File: src/rtl/video_capture_dma_if.sv
`default_nettype none
// -----------------------------------------------------------------------------
// video_capture_dma_if : 24-bit pixel stream in + AXI4 write-only memory bus
// Revision : 1.0
// -----------------------------------------------------------------------------
interface video_capture_dma_if;
  logic        in_axis_tvalid;
  logic        in_axis_tready;
  logic [23:0] in_axis_tdata;
  logic        in_axis_tuser;

  logic [31:0] mem_axi_awaddr;
  logic [7:0]  mem_axi_awlen;
  logic [2:0]  mem_axi_awsize;
  logic [1:0]  mem_axi_awburst;
  logic [2:0]  mem_axi_awprot;
  logic        mem_axi_awvalid;
  logic        mem_axi_awready;
  logic [31:0] mem_axi_wdata;
  logic [3:0]  mem_axi_wstrb;
  logic        mem_axi_wlast;
  logic        mem_axi_wvalid;
  logic        mem_axi_wready;
  logic [1:0]  mem_axi_bresp;
  logic        mem_axi_bvalid;
  logic        mem_axi_bready;

  modport master (
    input  in_axis_tvalid, in_axis_tdata, in_axis_tuser,
    output in_axis_tready,
    output mem_axi_awaddr, mem_axi_awlen, mem_axi_awsize, mem_axi_awburst,
    output mem_axi_awprot, mem_axi_awvalid,
    input  mem_axi_awready,
    output mem_axi_wdata, mem_axi_wstrb, mem_axi_wlast, mem_axi_wvalid,
    input  mem_axi_wready,
    input  mem_axi_bresp, mem_axi_bvalid,
    output mem_axi_bready
  );

  modport slave (
    output in_axis_tvalid, in_axis_tdata, in_axis_tuser,
    input  in_axis_tready,
    input  mem_axi_awaddr, mem_axi_awlen, mem_axi_awsize, mem_axi_awburst,
    input  mem_axi_awprot, mem_axi_awvalid,
    output mem_axi_awready,
    input  mem_axi_wdata, mem_axi_wstrb, mem_axi_wlast, mem_axi_wvalid,
    output mem_axi_wready,
    output mem_axi_bresp, mem_axi_bvalid,
    input  mem_axi_bready
  );
endinterface
`default_nettype wire

File: src/rtl/video_capture_dma.sv
`default_nettype none
// -----------------------------------------------------------------------------
// video_capture_dma : captures whole video frames into memory as 32-bit words
// Revision : 1.0
// -----------------------------------------------------------------------------
module video_capture_dma #(
  parameter int HOR_PIXELS    = 1920,
  parameter int VER_PIXELS    = 1080,
  parameter int MEM_BURST_LEN = 16,
  parameter int FIFO_DEPTH    = 64
) (
  input  wire                 oclk,
  input  wire                 resetn,
  input  wire  [31:0]         cfg_startaddr,
  video_capture_dma_if.master bus,
  output logic                frame_done,
  output logic                busy,
  output logic                sof_err,
  output logic                resp_err
);

  localparam int NUM_PIXELS      = HOR_PIXELS * VER_PIXELS;
  localparam int NUM_BURSTS      = (NUM_PIXELS + MEM_BURST_LEN - 1) / MEM_BURST_LEN;
  localparam int PIX_W           = $clog2(NUM_PIXELS + 1);
  localparam int BIDX_W          = $clog2(NUM_BURSTS + 1);
  localparam int BEAT_W          = $clog2(MEM_BURST_LEN);
  localparam int PTR_W           = $clog2(FIFO_DEPTH);
  localparam int CNT_W           = PTR_W + 1;
  localparam int BYTES_PER_BURST = MEM_BURST_LEN * 4;

  typedef enum logic [1:0] {IN_SYNC, IN_CAPTURE, IN_FLUSH} in_state_e;
  typedef enum logic [1:0] {BU_IDLE, BU_AW, BU_W, BU_B} bu_state_e;

  // ---------------- pixel FIFO (first-word-fall-through) ----------------
  logic [23:0]      fifo_mem_q [FIFO_DEPTH];
  logic [PTR_W-1:0] wr_ptr_q, rd_ptr_q;
  logic [CNT_W-1:0] fifo_cnt_q;
  logic             fifo_push, fifo_pop, fifo_full, fifo_empty;

  assign fifo_full  = (fifo_cnt_q == CNT_W'(FIFO_DEPTH));
  assign fifo_empty = (fifo_cnt_q == '0);

  always_ff @(posedge oclk) begin
    if (fifo_push) fifo_mem_q[wr_ptr_q] <= bus.in_axis_tdata;
  end

  always_ff @(posedge oclk or negedge resetn) begin
    if (!resetn) begin
      wr_ptr_q   <= '0;
      rd_ptr_q   <= '0;
      fifo_cnt_q <= '0;
    end else begin
      if (fifo_push) wr_ptr_q <= wr_ptr_q + 1'b1;
      if (fifo_pop)  rd_ptr_q <= rd_ptr_q + 1'b1;
      case ({fifo_push, fifo_pop})
        2'b10:   fifo_cnt_q <= fifo_cnt_q + 1'b1;
        2'b01:   fifo_cnt_q <= fifo_cnt_q - 1'b1;
        default: fifo_cnt_q <= fifo_cnt_q;
      endcase
    end
  end

  // ---------------- input FSM ----------------
  in_state_e        in_state_q, in_state_d;
  logic [PIX_W-1:0] pix_cnt_q, pix_cnt_d;
  logic [31:0]      base_q, base_d;
  logic             sof_err_q, sof_err_d;
  logic             tready_en_q;
  logic             frame_done_q;

  always_comb begin
    in_state_d         = in_state_q;
    pix_cnt_d          = pix_cnt_q;
    base_d             = base_q;
    sof_err_d          = sof_err_q;
    fifo_push          = 1'b0;
    bus.in_axis_tready = 1'b0;
    case (in_state_q)
      IN_SYNC: begin
        bus.in_axis_tready = tready_en_q;
        if (tready_en_q && bus.in_axis_tvalid && bus.in_axis_tuser && (cfg_startaddr != '0)) begin
          fifo_push  = 1'b1;
          base_d     = cfg_startaddr;
          pix_cnt_d  = PIX_W'(1);
          in_state_d = (NUM_PIXELS == 1) ? IN_FLUSH : IN_CAPTURE;
        end
      end
      IN_CAPTURE: begin
        bus.in_axis_tready = !fifo_full;
        if (bus.in_axis_tvalid && !fifo_full) begin
          fifo_push = 1'b1;
          pix_cnt_d = pix_cnt_q + 1'b1;
          if (bus.in_axis_tuser) sof_err_d = 1'b1;
          if (pix_cnt_q == PIX_W'(NUM_PIXELS - 1)) in_state_d = IN_FLUSH;
        end
      end
      IN_FLUSH: begin
        bus.in_axis_tready = 1'b1;
        if (frame_done_q) in_state_d = IN_SYNC;
      end
      default: in_state_d = IN_SYNC;
    endcase
  end

  always_ff @(posedge oclk or negedge resetn) begin
    if (!resetn) begin
      in_state_q  <= IN_SYNC;
      pix_cnt_q   <= '0;
      base_q      <= '0;
      sof_err_q   <= 1'b0;
      tready_en_q <= 1'b0;
    end else begin
      in_state_q  <= in_state_d;
      pix_cnt_q   <= pix_cnt_d;
      base_q      <= base_d;
      sof_err_q   <= sof_err_d;
      tready_en_q <= 1'b1;
    end
  end

  // ---------------- burst FSM ----------------
  bu_state_e         bu_state_q, bu_state_d;
  logic [BIDX_W-1:0] burst_idx_q, burst_idx_d;
  logic [BEAT_W-1:0] beat_q, beat_d;
  logic [31:0]       awaddr_q, awaddr_d;
  logic              frame_done_d, resp_err_q, resp_err_d;
  logic              last_beat;

  assign last_beat = (beat_q == BEAT_W'(MEM_BURST_LEN - 1));

  always_comb begin
    bu_state_d   = bu_state_q;
    burst_idx_d  = burst_idx_q;
    beat_d       = beat_q;
    awaddr_d     = awaddr_q;
    frame_done_d = 1'b0;
    resp_err_d   = resp_err_q;
    fifo_pop     = 1'b0;
    case (bu_state_q)
      BU_IDLE: begin
        // A partial burst is only allowed once the frame's input is complete.
        if ((fifo_cnt_q >= CNT_W'(MEM_BURST_LEN)) || ((in_state_q == IN_FLUSH) && !fifo_empty)) begin
          bu_state_d = BU_AW;
          awaddr_d   = base_q + 32'(burst_idx_q) * 32'(BYTES_PER_BURST);
        end
      end
      BU_AW: begin
        beat_d = '0;
        if (bus.mem_axi_awready) bu_state_d = BU_W;
      end
      BU_W: begin
        if (bus.mem_axi_wready) begin
          fifo_pop = !fifo_empty;
          beat_d   = beat_q + 1'b1;
          if (last_beat) begin
            beat_d     = '0;
            bu_state_d = BU_B;
          end
        end
      end
      BU_B: begin
        if (bus.mem_axi_bvalid) begin
          if (bus.mem_axi_bresp != 2'b00) resp_err_d = 1'b1;
          if (burst_idx_q == BIDX_W'(NUM_BURSTS - 1)) begin
            frame_done_d = 1'b1;
            burst_idx_d  = '0;
          end else begin
            burst_idx_d = burst_idx_q + 1'b1;
          end
          bu_state_d = BU_IDLE;
        end
      end
      default: bu_state_d = BU_IDLE;
    endcase
  end

  always_ff @(posedge oclk or negedge resetn) begin
    if (!resetn) begin
      bu_state_q   <= BU_IDLE;
      burst_idx_q  <= '0;
      beat_q       <= '0;
      awaddr_q     <= '0;
      frame_done_q <= 1'b0;
      resp_err_q   <= 1'b0;
    end else begin
      bu_state_q   <= bu_state_d;
      burst_idx_q  <= burst_idx_d;
      beat_q       <= beat_d;
      awaddr_q     <= awaddr_d;
      frame_done_q <= frame_done_d;
      resp_err_q   <= resp_err_d;
    end
  end

  // An empty FIFO during a write burst can only mean the frame tail: emit pad beats.
  logic data_beat;
  assign data_beat = (bu_state_q == BU_W) && !fifo_empty;

  assign bus.mem_axi_awaddr  = awaddr_q;
  assign bus.mem_axi_awlen   = 8'(MEM_BURST_LEN - 1);
  assign bus.mem_axi_awsize  = 3'd2;
  assign bus.mem_axi_awburst = 2'b01;
  assign bus.mem_axi_awprot  = 3'b000;
  assign bus.mem_axi_awvalid = (bu_state_q == BU_AW);
  assign bus.mem_axi_wvalid  = (bu_state_q == BU_W);
  assign bus.mem_axi_wdata   = data_beat ? {8'h00, fifo_mem_q[rd_ptr_q]} : 32'h0;
  assign bus.mem_axi_wstrb   = data_beat ? 4'hF : 4'h0;
  assign bus.mem_axi_wlast   = (bu_state_q == BU_W) && last_beat;
  assign bus.mem_axi_bready  = (bu_state_q == BU_B);

  assign frame_done = frame_done_q;
  assign busy       = (in_state_q != IN_SYNC);
  assign sof_err    = sof_err_q;
  assign resp_err   = resp_err_q;

endmodule
`default_nettype wire

File: src/flat_wrapper.sv
// flat-port wrapper written by rule: the top's interface ports become plain ports
module video_capture_dma_flat 
#(
  parameter int HOR_PIXELS    = 1920,
  parameter int VER_PIXELS    = 1080,
  parameter int MEM_BURST_LEN = 16,
  parameter int FIFO_DEPTH    = 64
)
  (oclk, resetn, cfg_startaddr, frame_done, busy, sof_err, resp_err, bus_in_axis_tvalid, bus_in_axis_tdata, bus_in_axis_tuser, bus_in_axis_tready, bus_mem_axi_awaddr, bus_mem_axi_awlen, bus_mem_axi_awsize, bus_mem_axi_awburst, bus_mem_axi_awprot, bus_mem_axi_awvalid, bus_mem_axi_awready, bus_mem_axi_wdata, bus_mem_axi_wstrb, bus_mem_axi_wlast, bus_mem_axi_wvalid, bus_mem_axi_wready, bus_mem_axi_bresp, bus_mem_axi_bvalid, bus_mem_axi_bready);
  video_capture_dma_if bus_i ();
  input  wire oclk;
  input  wire resetn;
  input  wire  [31:0] cfg_startaddr;
  output logic frame_done;
  output logic busy;
  output logic sof_err;
  output logic resp_err;
  input wire logic [$bits(bus_i.in_axis_tvalid)-1:0] bus_in_axis_tvalid;
  input wire logic [$bits(bus_i.in_axis_tdata)-1:0] bus_in_axis_tdata;
  input wire logic [$bits(bus_i.in_axis_tuser)-1:0] bus_in_axis_tuser;
  output wire logic [$bits(bus_i.in_axis_tready)-1:0] bus_in_axis_tready;
  output wire logic [$bits(bus_i.mem_axi_awaddr)-1:0] bus_mem_axi_awaddr;
  output wire logic [$bits(bus_i.mem_axi_awlen)-1:0] bus_mem_axi_awlen;
  output wire logic [$bits(bus_i.mem_axi_awsize)-1:0] bus_mem_axi_awsize;
  output wire logic [$bits(bus_i.mem_axi_awburst)-1:0] bus_mem_axi_awburst;
  output wire logic [$bits(bus_i.mem_axi_awprot)-1:0] bus_mem_axi_awprot;
  output wire logic [$bits(bus_i.mem_axi_awvalid)-1:0] bus_mem_axi_awvalid;
  input wire logic [$bits(bus_i.mem_axi_awready)-1:0] bus_mem_axi_awready;
  output wire logic [$bits(bus_i.mem_axi_wdata)-1:0] bus_mem_axi_wdata;
  output wire logic [$bits(bus_i.mem_axi_wstrb)-1:0] bus_mem_axi_wstrb;
  output wire logic [$bits(bus_i.mem_axi_wlast)-1:0] bus_mem_axi_wlast;
  output wire logic [$bits(bus_i.mem_axi_wvalid)-1:0] bus_mem_axi_wvalid;
  input wire logic [$bits(bus_i.mem_axi_wready)-1:0] bus_mem_axi_wready;
  input wire logic [$bits(bus_i.mem_axi_bresp)-1:0] bus_mem_axi_bresp;
  input wire logic [$bits(bus_i.mem_axi_bvalid)-1:0] bus_mem_axi_bvalid;
  output wire logic [$bits(bus_i.mem_axi_bready)-1:0] bus_mem_axi_bready;
  assign bus_i.in_axis_tvalid = bus_in_axis_tvalid;
  assign bus_i.in_axis_tdata = bus_in_axis_tdata;
  assign bus_i.in_axis_tuser = bus_in_axis_tuser;
  assign bus_in_axis_tready = bus_i.in_axis_tready;
  assign bus_mem_axi_awaddr = bus_i.mem_axi_awaddr;
  assign bus_mem_axi_awlen = bus_i.mem_axi_awlen;
  assign bus_mem_axi_awsize = bus_i.mem_axi_awsize;
  assign bus_mem_axi_awburst = bus_i.mem_axi_awburst;
  assign bus_mem_axi_awprot = bus_i.mem_axi_awprot;
  assign bus_mem_axi_awvalid = bus_i.mem_axi_awvalid;
  assign bus_i.mem_axi_awready = bus_mem_axi_awready;
  assign bus_mem_axi_wdata = bus_i.mem_axi_wdata;
  assign bus_mem_axi_wstrb = bus_i.mem_axi_wstrb;
  assign bus_mem_axi_wlast = bus_i.mem_axi_wlast;
  assign bus_mem_axi_wvalid = bus_i.mem_axi_wvalid;
  assign bus_i.mem_axi_wready = bus_mem_axi_wready;
  assign bus_i.mem_axi_bresp = bus_mem_axi_bresp;
  assign bus_i.mem_axi_bvalid = bus_mem_axi_bvalid;
  assign bus_mem_axi_bready = bus_i.mem_axi_bready;
  video_capture_dma #(.HOR_PIXELS(HOR_PIXELS), .VER_PIXELS(VER_PIXELS), .MEM_BURST_LEN(MEM_BURST_LEN), .FIFO_DEPTH(FIFO_DEPTH)) u_core (.oclk(oclk), .resetn(resetn), .cfg_startaddr(cfg_startaddr), .bus(bus_i), .frame_done(frame_done), .busy(busy), .sof_err(sof_err), .resp_err(resp_err));
endmodule
File: config.mk
export PLATFORM = sky130hd
export DESIGN_NAME = video_capture_dma_flat
export DESIGN_NICKNAME = d
export VERILOG_FILES = /design/src/rtl/video_capture_dma_if.sv /design/src/rtl/video_capture_dma.sv /design/src/flat_wrapper.sv
export SDC_FILE = /design/constraint.sdc
export NUM_CORES = 2
export LEC_CHECK = 0
export BUFFER_PORTS_ARGS = -buffer_cell sky130_fd_sc_hd__buf_2
export CAP_MARGIN = 20
export CORE_MARGIN = 2
export CORE_UTILIZATION = 50
export CTS_CLUSTER_SIZE = 40
export DETAILED_ROUTE_END_ITERATION = 16
export GPL_ROUTABILITY_DRIVEN = 0
export PLACE_DENSITY = 0.66
export REMOVE_ABC_BUFFERS = 1
export SKIP_LAST_GASP = 1
export SYNTH_ARGS = -nofsm -noshare
export SYNTH_HDL_FRONTEND = slang
export SYNTH_SLANG_ARGS = --single-unit
export TNS_END_PERCENT = 20
File: constraint.sdc
create_clock -name oclk -period 7 [get_ports oclk]
set_clock_uncertainty 0.2 [all_clocks]
set_input_delay 0 -clock oclk [delete_from_list [all_inputs] [get_ports oclk]]
set_output_delay 0 -clock oclk [all_outputs]
set_load 0.01 [all_outputs]
==> impl_metrics.yaml <==
finish:
  ff_latch_area_um2: 49470
  nets: 4015
  drive_above_1_share_pct: 21.36
  fin_util_pct: 58.10
  fin_cells: 5806
  multiInputGateArea_um2: 15750
  final_cell_area_um2: 76280
  n_fill_cell: 9600
  syn_to_final_growth_pct: 15.35
sta:
  worst_pin_slew_ns: 1.143
  max-slew-margin-rel_pct: 23.69
  setup_viol: 0
  rsz0062_at_grt: "no"
  min_period_ns: 4.848
  period_share_pct: 69.26
  max_freq_mhz: 206.3
  drv_slew: 0
  tns_ns: 0
  hold_violations: 0
synth:
  ys.flop_type: "edfxtp_1"
  synthArstFlopShare_pct: 7.969
  synth_most_common_cell: "edfxtp_1"
  synth_xor_area_share_pct: 0.8344
  synth_largest_area_cell: "edfxtp_1"
  yosysTopAreaCellShare_pct: 69.75
  syn_area_um2: 66130
  postSynthAreaPerCell_um2: 18.85
  synth_compound_area_share_pct: 4.123
  seq_area_frac_synth_pct: 74.78
  synthCells: 3508
  synth_fa_ha_area_share_pct: 0.6660
  synthTopCellsByArea: "edfxtp_1, mux4_2, dfrtp_1"
  synthMuxAreaShare_pct: 14.25
  ys_types: 66
  synth_edf_count: 1536
  ys_warn_count: 0
  synth_common_cells: "edfxtp_1, mux2i_1, mux4_2, nand2_1, nor2_1"
  yosys.area_share.simple_pct: 3.392
  synth_top_family_by_area: "multiplexers"
  ys_ff_latch: 1669
global_route:
  grt_pass1_vias: 35050
  antenna_found_initial: 9
  grt.total_usage_pct: 23.99
  grt_overflow_total: 0
  grt_max_degree: 118
  grt_pass1_wl_um: 237000
clocking:
  cts_root_buf: "clkbuf_16"
  cts_tree: "yes"
  cts.sinks: 1669
  path_clk_slew_ns: 0.06
  cts_setup_buffers: 0
  insertion_delay_ns: 0.79
  cts_buffers: 165
  clock_path_buffers: 3
  htreeDepth: 4
outcome:
  outcome: "complete, no violations"
detailed_routing:
  vias: 35070
  ant_nets: 0
  viasPerCell: 6.039
  first_pass_iters: 9
  drt_iter0_markers: 4414
  routedWlPerCell_um: 27.88
  drc: 0
  drt_wl_total_um: 161900
setup_path:
  reg2reg_slack_ns: 2.56
  start_kind: "flip-flop"
  critPathMaxFanout: 52
  r2r_cells: 14
  endpoint_kind: "primary output"
  path_class: "flip-flop to primary output"
  r2r-end: "u_core.fifo_cnt_q[6]"
  endpoint: "bus_mem_axi_wdata[15]"
  cp.required_ns: 6.80
  timing.rr.start: "u_core.fifo_cnt_q[0]"
  cp_data_arrival_time_ns: 4.65
  crit_path_start: "u_core.rd_ptr_q[2]"
die:
  die_y_um: 367.7
  ioPinCount: 158
  start_util_pct: 50.37
  fp.dieW_um: 367.7
  dieArea_um2: 135200
  rows: 133
  coreArea_um2: 131300
power:
  p_int_mw: 19.42
  p_clk_share_pct: 31.3
  max-vdd-ir-drop_uv: 328.7
  switching_share_pct: 30.88
  p_leak_nw: 26.04
  combPwrFrac_pct: 27.0
  p_sw_mw: 8.673
  pwr-share-seq_pct: 41.7
  power_density_nw_per_um2: 368.2
min_path:
  hold_path.class: "input pin to flip-flop"
place:
  io_buffers: 133
  dpl_cell_area_um2: 69260
  placed_cells: 5339
  dp_hpwl_um: 88700
run:
  max_cap_viol_count: 0
## flip-flops by register name, summed over array words and instances, names as in the netlist
name and flops:
u_core.resp_err 1, u_core.in_state_q 2, u_core.rd_ptr_q 6, u_core.wr_ptr_q 6
u_core.pix_cnt_q 21, u_core.fifo_cnt_q 7, u_core.beat_q 4, u_core.frame_done 1
u_core.burst_idx_q 17, u_core.tready_en_q 1, u_core.sof_err 1, u_core.base_q 32
u_core.bu_state_q 2, u_core.bus.mem_axi_awaddr 32, u_core.fifo_mem_q 1536
## how the worst min path moves through the flow
stage                            start                   end  slack [ns]  cells past startpoint
floorplan                       resetn      u_core.base_q[0]       -0.50                      0
global placement                resetn  u_core.bu_state_q[0]       -0.09                      1
detailed placement              resetn  u_core.bu_state_q[0]       -0.08                      1
CTS                  cfg_startaddr[21]   u_core.pix_cnt_q[0]       0.003                      6
global route        bus_in_axis_tvalid   u_core.pix_cnt_q[0]        0.06                      5
finish              bus_in_axis_tvalid   u_core.pix_cnt_q[0]        0.06                      5
## kinds of logic (layout without fill, tap and decap cells)
kind of cell,after synthesis,in the layout
adder cells (fa/ha/maj),34,34
other,2,26
flip-flops,1669,1669
buffers and inverters,239,758
XOR/XNOR,63,63
multiplexers,580,580
AND/OR/NAND/NOR,511,511
AO/OA/AOI/OAI,410,410
## power by group through the flow
stage	clock network (mW)	registers (mW)	logic (mW)
final	8.78	11.7	7.59
after global routing	9.27	11.8	8.04
after CTS	8.90	11.7	7.65
after detailed placement	0	11.9	7.56
after global placement	0	11.9	7.54
after floorplan	0	12.2	4.88
## final cells by class
type	count	share of cell area, %
clock inverter	94	1.345
clock buffer	207	5.672
timing repair buffer	429	4.463
multi-input combinational	1623	20.64
antenna	1	0.003281
tap	1755	2.879
sequential	1669	64.85
inverter	28	0.1443
## per-stage QoR
stage	setup slack [ns]	total power, mW	hold slack, ns
global route	2.011	29.07	0.05819
finish	2.152	28.09	0.06071
detailed placement	2.583	19.49	-0.08455
global placement	2.661	19.44	-0.08553
floorplan	-10.34	17.11	-0.4956
CTS	2.033	28.26	0.002678
## worst max-delay path, cell delays in order (launching register included)
cell and delay [ns]:
dfrtp_1 0.45, inv_6 0.61, nand3_4 0.68, buf_4 0.47, nor2_1 0.24, a2111oi_2 0.14, o21a_1 0.25, a221o_1 0.31
o21ai_0 0.43, buf_2 0.22
## placed cells by master, fill, tap and decap left out, types with 32 or more instances in the layout
| master | count |
|---|---|
| mux4_2 | 285 |
| buf_2 | 133 |
| a21oi_1 | 56 |
| nand2_1 | 207 |
| clkinv_1 | 37 |
| buf_4 | 124 |
| ha_1 | 32 |
| nand3_1 | 40 |
| mux2i_1 | 289 |
| nor2_1 | 100 |
| dfrtp_1 | 129 |
| edfxtp_1 | 1536 |
| a211oi_1 | 41 |
| clkbuf_1 | 38 |
| dlygate4sd3_1 | 162 |
| xor2_1 | 38 |
| o21ai_0 | 102 |
| o22ai_1 | 60 |
| nor2_2 | 56 |
| clkbuf_16 | 165 |
## what timing repair did
item	in CTS	in global routing
hold endpoints to repair	1759	0
endpoints found under the setup margin	0	0
hold buffers	163	0
resized for setup	0	0
## routing by layer
layer | part of all wire (%) | vias to the layer above | wire length, um | track usage, %
met5 | 0.025 | - | 41 | 0
met3 | 7.9 | 292 | 12710 | 4.725
met2 | 47 | 1506 | 76380 | 37.36
li1 | - | 14940 | - | -
met1 | 42 | 18320 | 68300 | 34.62
met4 | 2.7 | 6 | 4437 | 7.172
(Power assumes the default switching activity.)
